===== config.mk =====
export PLATFORM = sky130hd
export DESIGN_NAME = log_reader_flat
export DESIGN_NICKNAME = d
export VERILOG_FILES = /design/src/rtl/log_reader_if.sv /design/src/rtl/log_reader.sv /design/src/flat_wrapper.sv
export SDC_FILE = /design/constraint.sdc
export NUM_CORES = 1
export LEC_CHECK = 0
export CAP_MARGIN = 10
export CELL_PAD_IN_SITES_DETAIL_PLACEMENT = 1
export CELL_PAD_IN_SITES_GLOBAL_PLACEMENT = 1
export CORE_AREA = 2 2 90 92
export DETAILED_ROUTE_END_ITERATION = 16
export DIE_AREA = 0 0 92 94
export GPL_ROUTABILITY_DRIVEN = 0
export PLACE_DENSITY = 0.76
export SYNTH_ARGS = -nofsm -noshare
export SYNTH_HDL_FRONTEND = slang
export SYNTH_SLANG_ARGS = --single-unit

===== constraint.sdc =====
create_clock -name clk -period 2.3 [get_ports clk]
set_clock_uncertainty 0.1 [all_clocks]
set_input_delay 0.345 -clock clk [delete_from_list [all_inputs] [get_ports clk]]
set_output_delay 0.345 -clock clk [all_outputs]
set_load 0.1 [all_outputs]

===== src/rtl/log_reader_if.sv =====
// Handshake/bus bundle between the log reader, the log memory and the serial transmitter.
// The slave modport is the log reader; the master modport is its environment.
interface log_reader_if #(
    parameter int unsigned BRAM_ADDR_WIDTH = 15,
    parameter int unsigned BRAM_DATA_WIDTH = 16
);
    localparam int unsigned WORD_W = 2 * BRAM_DATA_WIDTH;

    logic                       i_start;
    logic                       i_mem_full;
    logic                       o_read_log;
    logic [BRAM_ADDR_WIDTH-1:0] o_addr_log_to_mem;
    logic [WORD_W-1:0]          i_data_log_from_mem;
    logic [7:0]                 o_tx_data;
    logic                       o_tx_valid;
    logic                       i_tx_ready;
    logic                       o_busy;
    logic                       o_done;

    modport master (
        output i_start,
        output i_mem_full,
        output i_data_log_from_mem,
        output i_tx_ready,
        input  o_read_log,
        input  o_addr_log_to_mem,
        input  o_tx_data,
        input  o_tx_valid,
        input  o_busy,
        input  o_done
    );

    modport slave (
        input  i_start,
        input  i_mem_full,
        input  i_data_log_from_mem,
        input  i_tx_ready,
        output o_read_log,
        output o_addr_log_to_mem,
        output o_tx_data,
        output o_tx_valid,
        output o_busy,
        output o_done
    );
endinterface


===== src/rtl/log_reader.sv =====
// Dumps the full log memory, word by word, as a byte stream (LSB first) to a
// ready/valid serial transmitter once the logger reports the memory full.
module log_reader #(
    parameter int unsigned BRAM_ADDR_WIDTH = 15,
    parameter int unsigned BRAM_DATA_WIDTH = 16,
    parameter int unsigned RD_LATENCY      = 2
) (
    input logic        clk,
    input logic        i_rst,
    log_reader_if.slave bus
);
    localparam int unsigned WORD_W = 2 * BRAM_DATA_WIDTH;
    localparam int unsigned CNT_W  = 3;
    localparam int unsigned IDX_W  = 2;

    typedef enum logic [2:0] {
        IDLE,
        ARM,
        WAIT,
        LOAD,
        SEND,
        NEXT
    } state_e;

    state_e                     state_q;
    logic [BRAM_ADDR_WIDTH-1:0] addr_q;
    logic [CNT_W-1:0]           cnt_q;
    logic [IDX_W-1:0]           idx_q;
    logic [WORD_W-1:0]          sh_q;
    logic [7:0]                 tx_data_q;
    logic                       tx_valid_q;
    logic                       read_log_q;
    logic                       busy_q;
    logic                       done_q;

    logic                       xfer_c;
    logic                       last_addr_c;
    logic [BRAM_ADDR_WIDTH-1:0] addr_d;

    always_comb begin
        xfer_c      = tx_valid_q && bus.i_tx_ready;
        last_addr_c = (addr_q == {BRAM_ADDR_WIDTH{1'b1}});
        addr_d      = addr_q + BRAM_ADDR_WIDTH'(1);
    end

    // WAIT leaves when the counter reaches 1 (or 0), so the first word, whose
    // address is already on the bus during ARM, waits one cycle less.
    always_ff @(posedge clk) begin
        if (!i_rst) begin
            state_q    <= IDLE;
            addr_q     <= '0;
            cnt_q      <= '0;
            idx_q      <= '0;
            sh_q       <= '0;
            tx_data_q  <= '0;
            tx_valid_q <= 1'b0;
            read_log_q <= 1'b0;
            busy_q     <= 1'b0;
            done_q     <= 1'b0;
        end else begin
            read_log_q <= 1'b0;
            done_q     <= 1'b0;
            unique case (state_q)
                IDLE: begin
                    if (bus.i_start && bus.i_mem_full) begin
                        state_q    <= ARM;
                        read_log_q <= 1'b1;
                        addr_q     <= '0;
                        busy_q     <= 1'b1;
                    end
                end
                ARM: begin
                    cnt_q   <= CNT_W'(RD_LATENCY - 1);
                    state_q <= WAIT;
                end
                WAIT: begin
                    if (cnt_q <= CNT_W'(1)) begin
                        state_q <= LOAD;
                    end else begin
                        cnt_q <= cnt_q - CNT_W'(1);
                    end
                end
                LOAD: begin
                    sh_q       <= bus.i_data_log_from_mem >> 8;
                    tx_data_q  <= bus.i_data_log_from_mem[7:0];
                    tx_valid_q <= 1'b1;
                    idx_q      <= '0;
                    state_q    <= SEND;
                end
                SEND: begin
                    if (xfer_c) begin
                        if (idx_q == IDX_W'(3)) begin
                            tx_valid_q <= 1'b0;
                            state_q    <= NEXT;
                        end else begin
                            tx_data_q <= sh_q[7:0];
                            sh_q      <= sh_q >> 8;
                            idx_q     <= idx_q + IDX_W'(1);
                        end
                    end
                end
                NEXT: begin
                    if (last_addr_c) begin
                        state_q <= IDLE;
                        busy_q  <= 1'b0;
                        done_q  <= 1'b1;
                    end else begin
                        addr_q  <= addr_d;
                        cnt_q   <= CNT_W'(RD_LATENCY);
                        state_q <= WAIT;
                    end
                end
                default: begin
                    state_q <= IDLE;
                    busy_q  <= 1'b0;
                end
            endcase
        end
    end

    assign bus.o_read_log        = read_log_q;
    assign bus.o_addr_log_to_mem = addr_q;
    assign bus.o_tx_data         = tx_data_q;
    assign bus.o_tx_valid        = tx_valid_q;
    assign bus.o_busy            = busy_q;
    assign bus.o_done            = done_q;

endmodule

===== src/flat_wrapper.sv =====
// flat-port wrapper written by rule: the top's interface ports become plain ports
module log_reader_flat 
#(
    parameter int unsigned BRAM_ADDR_WIDTH = 15,
    parameter int unsigned BRAM_DATA_WIDTH = 16,
    parameter int unsigned RD_LATENCY      = 2
)
  (clk, i_rst, bus_i_start, bus_i_mem_full, bus_i_data_log_from_mem, bus_i_tx_ready, bus_o_read_log, bus_o_addr_log_to_mem, bus_o_tx_data, bus_o_tx_valid, bus_o_busy, bus_o_done);
  log_reader_if #(.BRAM_ADDR_WIDTH(BRAM_ADDR_WIDTH), .BRAM_DATA_WIDTH(BRAM_DATA_WIDTH)) bus_i ();
  input logic clk;
  input logic i_rst;
  input wire logic [$bits(bus_i.i_start)-1:0] bus_i_start;
  input wire logic [$bits(bus_i.i_mem_full)-1:0] bus_i_mem_full;
  input wire logic [$bits(bus_i.i_data_log_from_mem)-1:0] bus_i_data_log_from_mem;
  input wire logic [$bits(bus_i.i_tx_ready)-1:0] bus_i_tx_ready;
  output wire logic [$bits(bus_i.o_read_log)-1:0] bus_o_read_log;
  output wire logic [$bits(bus_i.o_addr_log_to_mem)-1:0] bus_o_addr_log_to_mem;
  output wire logic [$bits(bus_i.o_tx_data)-1:0] bus_o_tx_data;
  output wire logic [$bits(bus_i.o_tx_valid)-1:0] bus_o_tx_valid;
  output wire logic [$bits(bus_i.o_busy)-1:0] bus_o_busy;
  output wire logic [$bits(bus_i.o_done)-1:0] bus_o_done;
  assign bus_i.i_start = bus_i_start;
  assign bus_i.i_mem_full = bus_i_mem_full;
  assign bus_i.i_data_log_from_mem = bus_i_data_log_from_mem;
  assign bus_i.i_tx_ready = bus_i_tx_ready;
  assign bus_o_read_log = bus_i.o_read_log;
  assign bus_o_addr_log_to_mem = bus_i.o_addr_log_to_mem;
  assign bus_o_tx_data = bus_i.o_tx_data;
  assign bus_o_tx_valid = bus_i.o_tx_valid;
  assign bus_o_busy = bus_i.o_busy;
  assign bus_o_done = bus_i.o_done;
  log_reader #(.BRAM_ADDR_WIDTH(BRAM_ADDR_WIDTH), .BRAM_DATA_WIDTH(BRAM_DATA_WIDTH), .RD_LATENCY(RD_LATENCY)) u_core (.clk(clk), .i_rst(i_rst), .bus(bus_i));
endmodule

Word level (Yosys, flattened, before mapping)
Cells that the tools add are included.

word-level totals
  bits in registers = 67
  bits of input ports = 37
  output and inout port bits = 27
  logic and storage cells = 74

operators by class
  add/subtract/negate cells = 3
  order comparisons = 1
  equality and inequality tests = 15
  multiplexer cells = 29
  bitwise operators = 1
  reductions and logical operators = 15

operators by type and width
  cell                                                             number
  32-bit 2-to-1 mux                                                2
  32-bit case mux with 2 select lines                              1
  15-bit 2-to-1 mux                                                2
  15-bit case mux with 2 select lines                              1
  3-bit 2-to-1 mux                                                 6
  3-bit case mux with 6 select lines                               1
  8-bit 2-to-1 mux                                                 2
  8-bit case mux with 2 select lines                               1
  15-bit by 1-bit adder with 15-bit output, second input constant  1
  15-bit == test, second input constant                            1
  3-bit AND reduction                                              5
  2-bit by 1-bit != test with 1-bit output, second input constant  5
  3-bit case mux with 3 select lines                               1
  3-bit by 2-bit == test with 1-bit output, second input constant  2
  3-bit == test, second input constant                             2
  1-bit 2-to-1 mux                                                 6
  2-bit 2-to-1 mux                                                 3
  2-bit != test, second input constant                             3
  2-bit case mux with 2 select lines                               1
  2-bit AND reduction                                              2
  4-bit AND reduction                                              1
  2-bit nonzero test                                               2
  4-bit OR reduction                                               1
  3-bit by 1-bit == test with 1-bit output, second input constant  1
  10 further kinds                                                 11

Logic depth before layout (Yosys ltp)
Gate-level depths: netlist (run 1).

  depth in word-level cells = 4
  mapped depth = 7
  depth with buffers taken out = 5

Worst setup path after synthesis (run 1)
No wires, ideal clock.

  path kind = register to register
  start point = register u_core.addr_q[1], in the netlist u_core.bus.o_addr_log_to_mem[1]
  end point = register u_core.addr_q[3], in the netlist u_core.bus.o_addr_log_to_mem[3]
  library setup time = 0.120 ns
  data arrival time = 2.445 ns
  data required time = 2.080 ns
  slack = -0.365 ns
  cell stages (with the launch flop) = 7
  path buffers = 1
  period minus slack after synthesis = 2.665 ns
  cells stage by stage = dfxtp_1 > ha_1 > nand3_1 > nor4_4 > buf_4 > nor4_1 > a211o_1

between the ends
  cells in the longest elaborated chain, start to end = 3

RTL lines
  what                                                                               RTL line                            text
  from (decl)                                                                        log_reader.sv:26                    logic [BRAM_ADDR_WIDTH-1:0] addr_q;
  from (signal assigned)                                                             log_reader.sv:108                   addr_q <= addr_d;
  15-bit by 1-bit adder with 15-bit output / 15-bit == test (equally long branches)  log_reader.sv:43, log_reader.sv:42
  15-bit 2-to-1 mux / 2-bit != test (equally long branches)                          n/a
  15-bit case mux with 2 select lines / 3-bit AND reduction (equally long branches)  n/a

Parallel ways exist; a longest one is shown, timed or not. The select of a mux whose other input is x is not followed.
A chain may end at the register's enable or synchronous reset.

Worst setup path in the final report (run 1)
  start point = register u_core.addr_q[0], in the netlist u_core.bus.o_addr_log_to_mem[0]
  end point = register u_core.addr_q[3], in the netlist u_core.bus.o_addr_log_to_mem[3]

The elaborated chain is that of the path after synthesis.

==> impl_metrics.py, run 1 <==
metrics = {
    "yosys": {
        "synthArstFlopShare": 0,
        "synth_area_per_cell_um2": 9.11,
        "synth_warnings": 0,
        "yosysSeqAreaShare": 0.428,
        "synth_edf_count": 0,
        "ys_seq_elements": 59,
        "synth_area_um2": 2760,
        "synth_cells": 303,
        "syn_nets": 343,
        "ys_types": 48,
        "dominantRegCellSynth": "dfxtp_1",
    },
    "sta": {
        "hold_violations": 0,
        "worstMarginPinSlew_ns": 0.545,
        "finalWorstSetupSlack_ns": 0.393,
        "drv_slew": 0,
        "finalSetupViolations": 0,
        "min_period_ns": 1.91,
        "fin_setup_tns_ns": 0,
        "fmax_mhz": 524,
        "min_period_over_period": 0.829,
        "relSlewSlack": 0.634,
        "rsz0062_at_grt": "no",
    },
    "final_layout": {
        "fin_cells": 477,
        "final_net_count": 410,
        "syn_to_final_growth_pct": 35.0,
        "diodes": 0,
        "stdcell_area_um2": 3720,
        "drive_gt1_frac": 0.200,
        "final_util": 0.490,
        "final_common_cell": "dfxtp_1",
        "final_cell_mix": "dfxtp_1, nor2_1, buf_4",
    },
    "grt": {
        "grt_remaining_overflow": 0,
        "antenna_found_initial": 0,
        "grt_max_degree": 51,
        "track_usage": 0.186,
        "grt_pass1_wl_um": 12700,
        "grt_pass1_vias": 2595,
    },
    "place": {
        "post-dp-hpwl_um": 5320,
        "place_area_um2": 3470,
        "port_buffers": 63,
        "place_ws_ns": 0.293,
        "place_inst": 461,
    },
    "cts": {
        "clock-root-buffer": "clkbuf_8",
        "cts_hold_buf": 0,
        "cts_resized": 0,
        "cts_tree": "done",
        "clk_latency_ns": 0.34,
        "cts_sinks": 59,
        "numCtsBuffers": 9,
        "cts_setup_buffers": 0,
        "cts_buffer_depth": 2,
        "cts_max_level": 3,
        "clk_pin_slew_ns": 0.07,
    },
    "drt": {
        "routed_via_density": 5.36,
        "wire_per_inst_um": 15.8,
        "drt_first_pass_iters": 4,
        "vias": 2559,
        "drc": 0,
        "ant_nets": 0,
        "first_iter_violations": 78,
        "totalWireLength_um": 7520,
    },
    "die": {
        "ios": 64,
        "core_region_area_um2": 7610,
        "die_w_um": 92,
        "rows": 32,
        "die_area_um2": 8650,
        "die_h_um": 94,
        "initial_core_util": 0.363,
    },
    "job": {
        "maxCapViolations": 0,
    },
    "worst_hold_path": {
        "hold_class": "register to register",
    },
    "critical_path": {
        "cpPeakStageDelay_ns": 0.59,
        "required_ns": 2.48,
        "endpoint_kind": "register",
        "cp_data_arrival_time_ns": 2.08,
        "slowest_stage": "or4_4",
        "worstPathMaxFanout": 7,
        "crit_chain": "ha_1 -> nand3_1 -> or4_4 -> a21boi_2 -> a211o_1",
        "critPathKind": "register to register",
        "cp-start-kind": "register",
    },
    "outcome": {
        "status": "finished, final reports clean",
    },
    "pwr": {
        "cellLeakagePower_nw": 1.32,
        "ir_drop_mv": 0.313,
        "pwr_density_cell_nw_per_um2": 657,
    },
}
[registers in the layout, indices dropped and copies added, names as in the netlist, 2 cells and up]
name	count
u_core.bus.o_addr_log_to_mem	15
u_core.bus.o_tx_data	8
u_core.sh_q	24
u_core.cnt_q	3
u_core.state_q	3
u_core.idx_q	2
[worst max-delay path, delay by kind of cell, from the launching register on]
family | cells | cell delay (ns)
and+or+nand+nor | 2 | 0.83
AOI/OAI and AO/OA | 2 | 0.31
DFF | 1 | 0.38
adders and majority gates | 1 | 0.23
[kinds of logic after synthesis]
family	share of synthesized area
simple gates	0.222
compound gates	0.198
flops	0.428
buf+inv	0.0444
mux	0.0907
fa+ha+maj	0.0136
xor+xnor	0.00317
[final timing paths]
| kind | startpoint | end | slack (ns) | cells past startpoint |
|---|---|---|---|---|
| worst min register to register | u_core.idx_q[1] | u_core.idx_q[1] | 0.36 | 2 |
| worst min-delay path | u_core.idx_q[1] | u_core.idx_q[1] | 0.36 | 2 |
| worst max register to register | u_core.bus.o_addr_log_to_mem[0] | u_core.bus.o_addr_log_to_mem[3] | 0.39 | 5 |
| worst max-delay path | u_core.bus.o_addr_log_to_mem[0] | u_core.bus.o_addr_log_to_mem[3] | 0.39 | 5 |
[through the flow]
| step | hold WS [ns] | total power [mW] |
|---|---|---|
| final | 0.362 | 2.45 |
| after global routing | 0.403 | 2.54 |
| after CTS | 0.361 | 2.47 |
| after detailed placement | 0.350 | 1.28 |
| after global placement | 0.344 | 1.28 |
| after floorplan | 0.336 | 1.18 |
[cell usage after synthesis, types with 2 or more instances]
master	count	share of area
nand4_1	7	0.016
inv_1	6	0.0082
a211oi_1	25	0.068
nand2_1	13	0.018
a22oi_1	8	0.022
o21ai_0	5	0.0091
nand3b_1	2	0.0054
clkbuf_1	8	0.011
dfxtp_1	59	0.43
o31ai_1	4	0.011
nor2_1	43	0.058
nand3_1	12	0.022
a21o_1	2	0.0054
mux2i_1	25	0.091
a211o_1	2	0.0063
and4_1	3	0.0095
nand2b_1	2	0.0045
ha_1	3	0.014
nor4b_1	2	0.0063
buf_2	5	0.0091
o21a_1	2	0.0054
a21oi_1	15	0.027
buf_4	4	0.011
or4_1	5	0.014
and3_1	2	0.0045
or3_1	3	0.0068
and3b_1	3	0.0095
o211ai_1	5	0.014
nor3_1	9	0.016
[final cells by class]
cell class                      instances  area, um2
Fill cell                             916       3880
Clock buffer                           10        138
Inverter                                7       26.3
Timing Repair Buffer                   74        658
Multi-Input combinational cell        219       1460
Sequential cell                        59       1200
Tap cell                              102        128
Clock inverter                          6        113
[per-layer routing]
| metal | vias to the layer above | GRT usage | wire length (um) |
|---|---|---|---|
| li1 | 1271 | - | - |
| met1 | 1241 | 0.243 | 3550 |
| met2 | 37 | 0.313 | 3670 |
| met3 | 10 | 0.0289 | 191 |
| met4 | 0 | 0.0647 | 112 |
| met5 | - | 0 | 0 |
[report_power, final]
part / total (mW) / switching, mW / leakage [nW] / internal, mW
Clock: 1.19 / 0.437 / 0.126 / 0.751
Sequential: 1.05 / 0.0145 / 0.484 / 1.04
Combinational: 0.209 / 0.110 / 0.713 / 0.0987
No activity file was read; power rests on OpenSTA's default activity.
==> run 2, diff against run 1 <==
==> constraint.sdc (replaced) <==
create_clock -name clk -period 1.85 [get_ports clk]
set_clock_uncertainty 0.1 [all_clocks]
set_input_delay 0.2775 -clock clk [delete_from_list [all_inputs] [get_ports clk]]
set_output_delay 0.2775 -clock clk [all_outputs]
set_load 0.1 [all_outputs]
==> run 2 against run 1 <==
- wire length increased by 12%
- setup slack worse by 0.31 ns
- clock power decreased by 7%
- hold slack better by 0.032 ns
- maximum frequency is 7.9% higher
- combinational power up 40%
- critical path type unchanged
- largest power group is now sequential cells
==> impl_metrics.py, run 2 (synthesis gave the netlist of run 1 again) <==
metrics = {
    "drt": {
        "totalWireLength_um": 8410,
        "routed_via_density": 5.35,
        "wire_per_inst_um": 17.0,
        "vias": 2644,
        "first_iter_violations": 106,
        "ant_nets": 0,
        "drc": 0,
        "drt_first_pass_iters": 4,
    },
    "final_layout": {
        "regMostFlops": "u_core.sh_q",
        "diodes": 0,
        "fill_cells": 854,
        "largest_reg_flops": 24,
        "fin_cells": 494,
        "drive_gt1_frac": 0.250,
        "syn_to_final_growth_pct": 54.2,
        "final_util": 0.560,
        "final_common_cell": "nor2_1",
        "final_net_count": 427,
        "final_cell_mix": "nor2_1, dfxtp_1, clkdlybuf4s50_1",
    },
    "die": {
        "initial_core_util": 0.363,
        "rows": 32,
        "die_w_um": 92,
        "core_region_area_um2": 7610,
        "die_area_um2": 8650,
        "ios": 64,
        "die_h_um": 94,
    },
    "grt": {
        "grt_pass1_vias": 2670,
        "antenna_found_initial": 0,
        "grt_pass1_wl_um": 13300,
        "grt_max_degree": 51,
        "grt_remaining_overflow": 0,
        "track_usage": 0.194,
    },
    "critical_path": {
        "required_ns": 1.95,
        "slowest_stage": "dfxtp_1",
        "worstPathMaxFanout": 5,
        "startpoint": "u_core.state_q[1]",
        "cp-start-kind": "register",
        "critPathKind": "register to register",
        "crit_chain": "buf_4 -> nor3b_4 -> buf_4 -> buf_4 -> buf_4 -> mux2i_1 -> a211oi_1",
        "crit_top_cell": "buf_4",
        "r2r_slack_ns": 0.08,
        "endpoint": "u_core.sh_q[10]",
        "reg2regPathDepth": 7,
        "cp_data_arrival_time_ns": 1.87,
        "endpoint_kind": "register",
        "r2r_start": "u_core.state_q[1]",
        "cpPeakStageDelay_ns": 0.34,
        "r2r_end": "u_core.sh_q[10]",
    },
    "worst_hold_path": {
        "hold_class": "register to register",
    },
    "pwr": {
        "pwr_density_cell_nw_per_um2": 632,
        "cellLeakagePower_nw": 1.48,
        "ir_drop_mv": 0.381,
    },
    "sta": {
        "drv_slew": 0,
        "min_period_over_period": 0.955,
        "hold_violations": 0,
        "min_period_ns": 1.77,
        "fmax_mhz": 566,
        "worstMarginPinSlew_ns": 0.452,
        "rsz0062_at_grt": "no",
        "finalSetupViolations": 0,
        "relSlewSlack": 0.697,
    },
    "cts": {
        "cts_max_level": 3,
        "cts_sinks": 59,
        "numCtsBuffers": 9,
        "clk_pin_slew_ns": 0.07,
        "cts_tree": "done",
        "cts_buffer_depth": 2,
        "clk_latency_ns": 0.32,
        "cts_hold_buf": 0,
        "clock-root-buffer": "clkbuf_8",
    },
    "place": {
        "post-dp-hpwl_um": 5860,
        "place_inst": 473,
        "port_buffers": 63,
    },
    "outcome": {
        "status": "finished, final reports clean",
    },
    "job": {
        "maxCapViolations": 0,
    },
}
[run 2: power by group]
part	switching [mW]	internal (mW)	leakage [nW]
clock	0.510	0.599	0.102
combinational	0.146	0.147	0.887
sequential	0.0184	1.27	0.490
total	0.675	2.01	1.48
[run 2: worst max-delay path, delay by kind of cell (launching register included)]
family / cells / cell delay (ns)
AOI/OAI and AO/OA: 1 / 0.12
buffers and inverters: 4 / 0.56
DFF: 1 / 0.34
muxes: 1 / 0.33
and+or+nand+nor: 1 / 0.20
[run 2: through the flow]
step | TNS [ns] | cell area (um2) | total power, mW | setup slack (ns) | hold slack [ns]
floorplan | -0.0316 | 2840 | 1.45 | -0.0296 | 0.336
global placement | 0 | 3970 | 1.59 | 0.128 | 0.343
detailed placement | 0 | 3970 | 1.60 | 0.0415 | 0.387
CTS | 0 | 4160 | 2.72 | 0.00446 | 0.398
global route | 0 | 4260 | 2.81 | 0.00456 | 0.421
finish | 0 | 4260 | 2.69 | 0.0829 | 0.394
[run 2: layout make-up]
type,instances,area [um2],share of cell area
clock buffers,12,166,0.0391
clock inverters,4,21.3,0.00500
inverters,7,26.3,0.00617
multi-input cells,219,1500,0.353
flip-flops and latches,59,1240,0.292
well taps,102,128,0.0300
repair buffers,91,1170,0.275
[run 2: worst min path at each step]
stage                                            end  cells past startpoint                              from  slack (ns)
floorplan                            u_core.idx_q[1]                      2                   u_core.idx_q[1]        0.34
global placement                     u_core.idx_q[1]                      2                   u_core.idx_q[1]        0.34
detailed placement  u_core.bus.o_addr_log_to_mem[14]                      2  u_core.bus.o_addr_log_to_mem[14]        0.39
CTS                 u_core.bus.o_addr_log_to_mem[14]                      2  u_core.bus.o_addr_log_to_mem[14]        0.40
global route        u_core.bus.o_addr_log_to_mem[14]                      2  u_core.bus.o_addr_log_to_mem[14]        0.42
finish              u_core.bus.o_addr_log_to_mem[14]                      2  u_core.bus.o_addr_log_to_mem[14]        0.39
[run 2: timing repair]
action | in CTS | in global routing
resized for setup | 0 | 6
endpoints found under the setup margin | 0 | 40
buffers inserted | 0 | 3
[run 2: metal layers]
| metal | vias up | global-route usage | wire length, um |
|---|---|---|---|
| met5 | - | 0 | 0 |
| li1 | 1300 | - | - |
| met2 | 52 | 0.331 | 4190 |
| met4 | 0 | 0.0560 | 153 |
| met3 | 14 | 0.0417 | 194 |
| met1 | 1278 | 0.249 | 3870 |
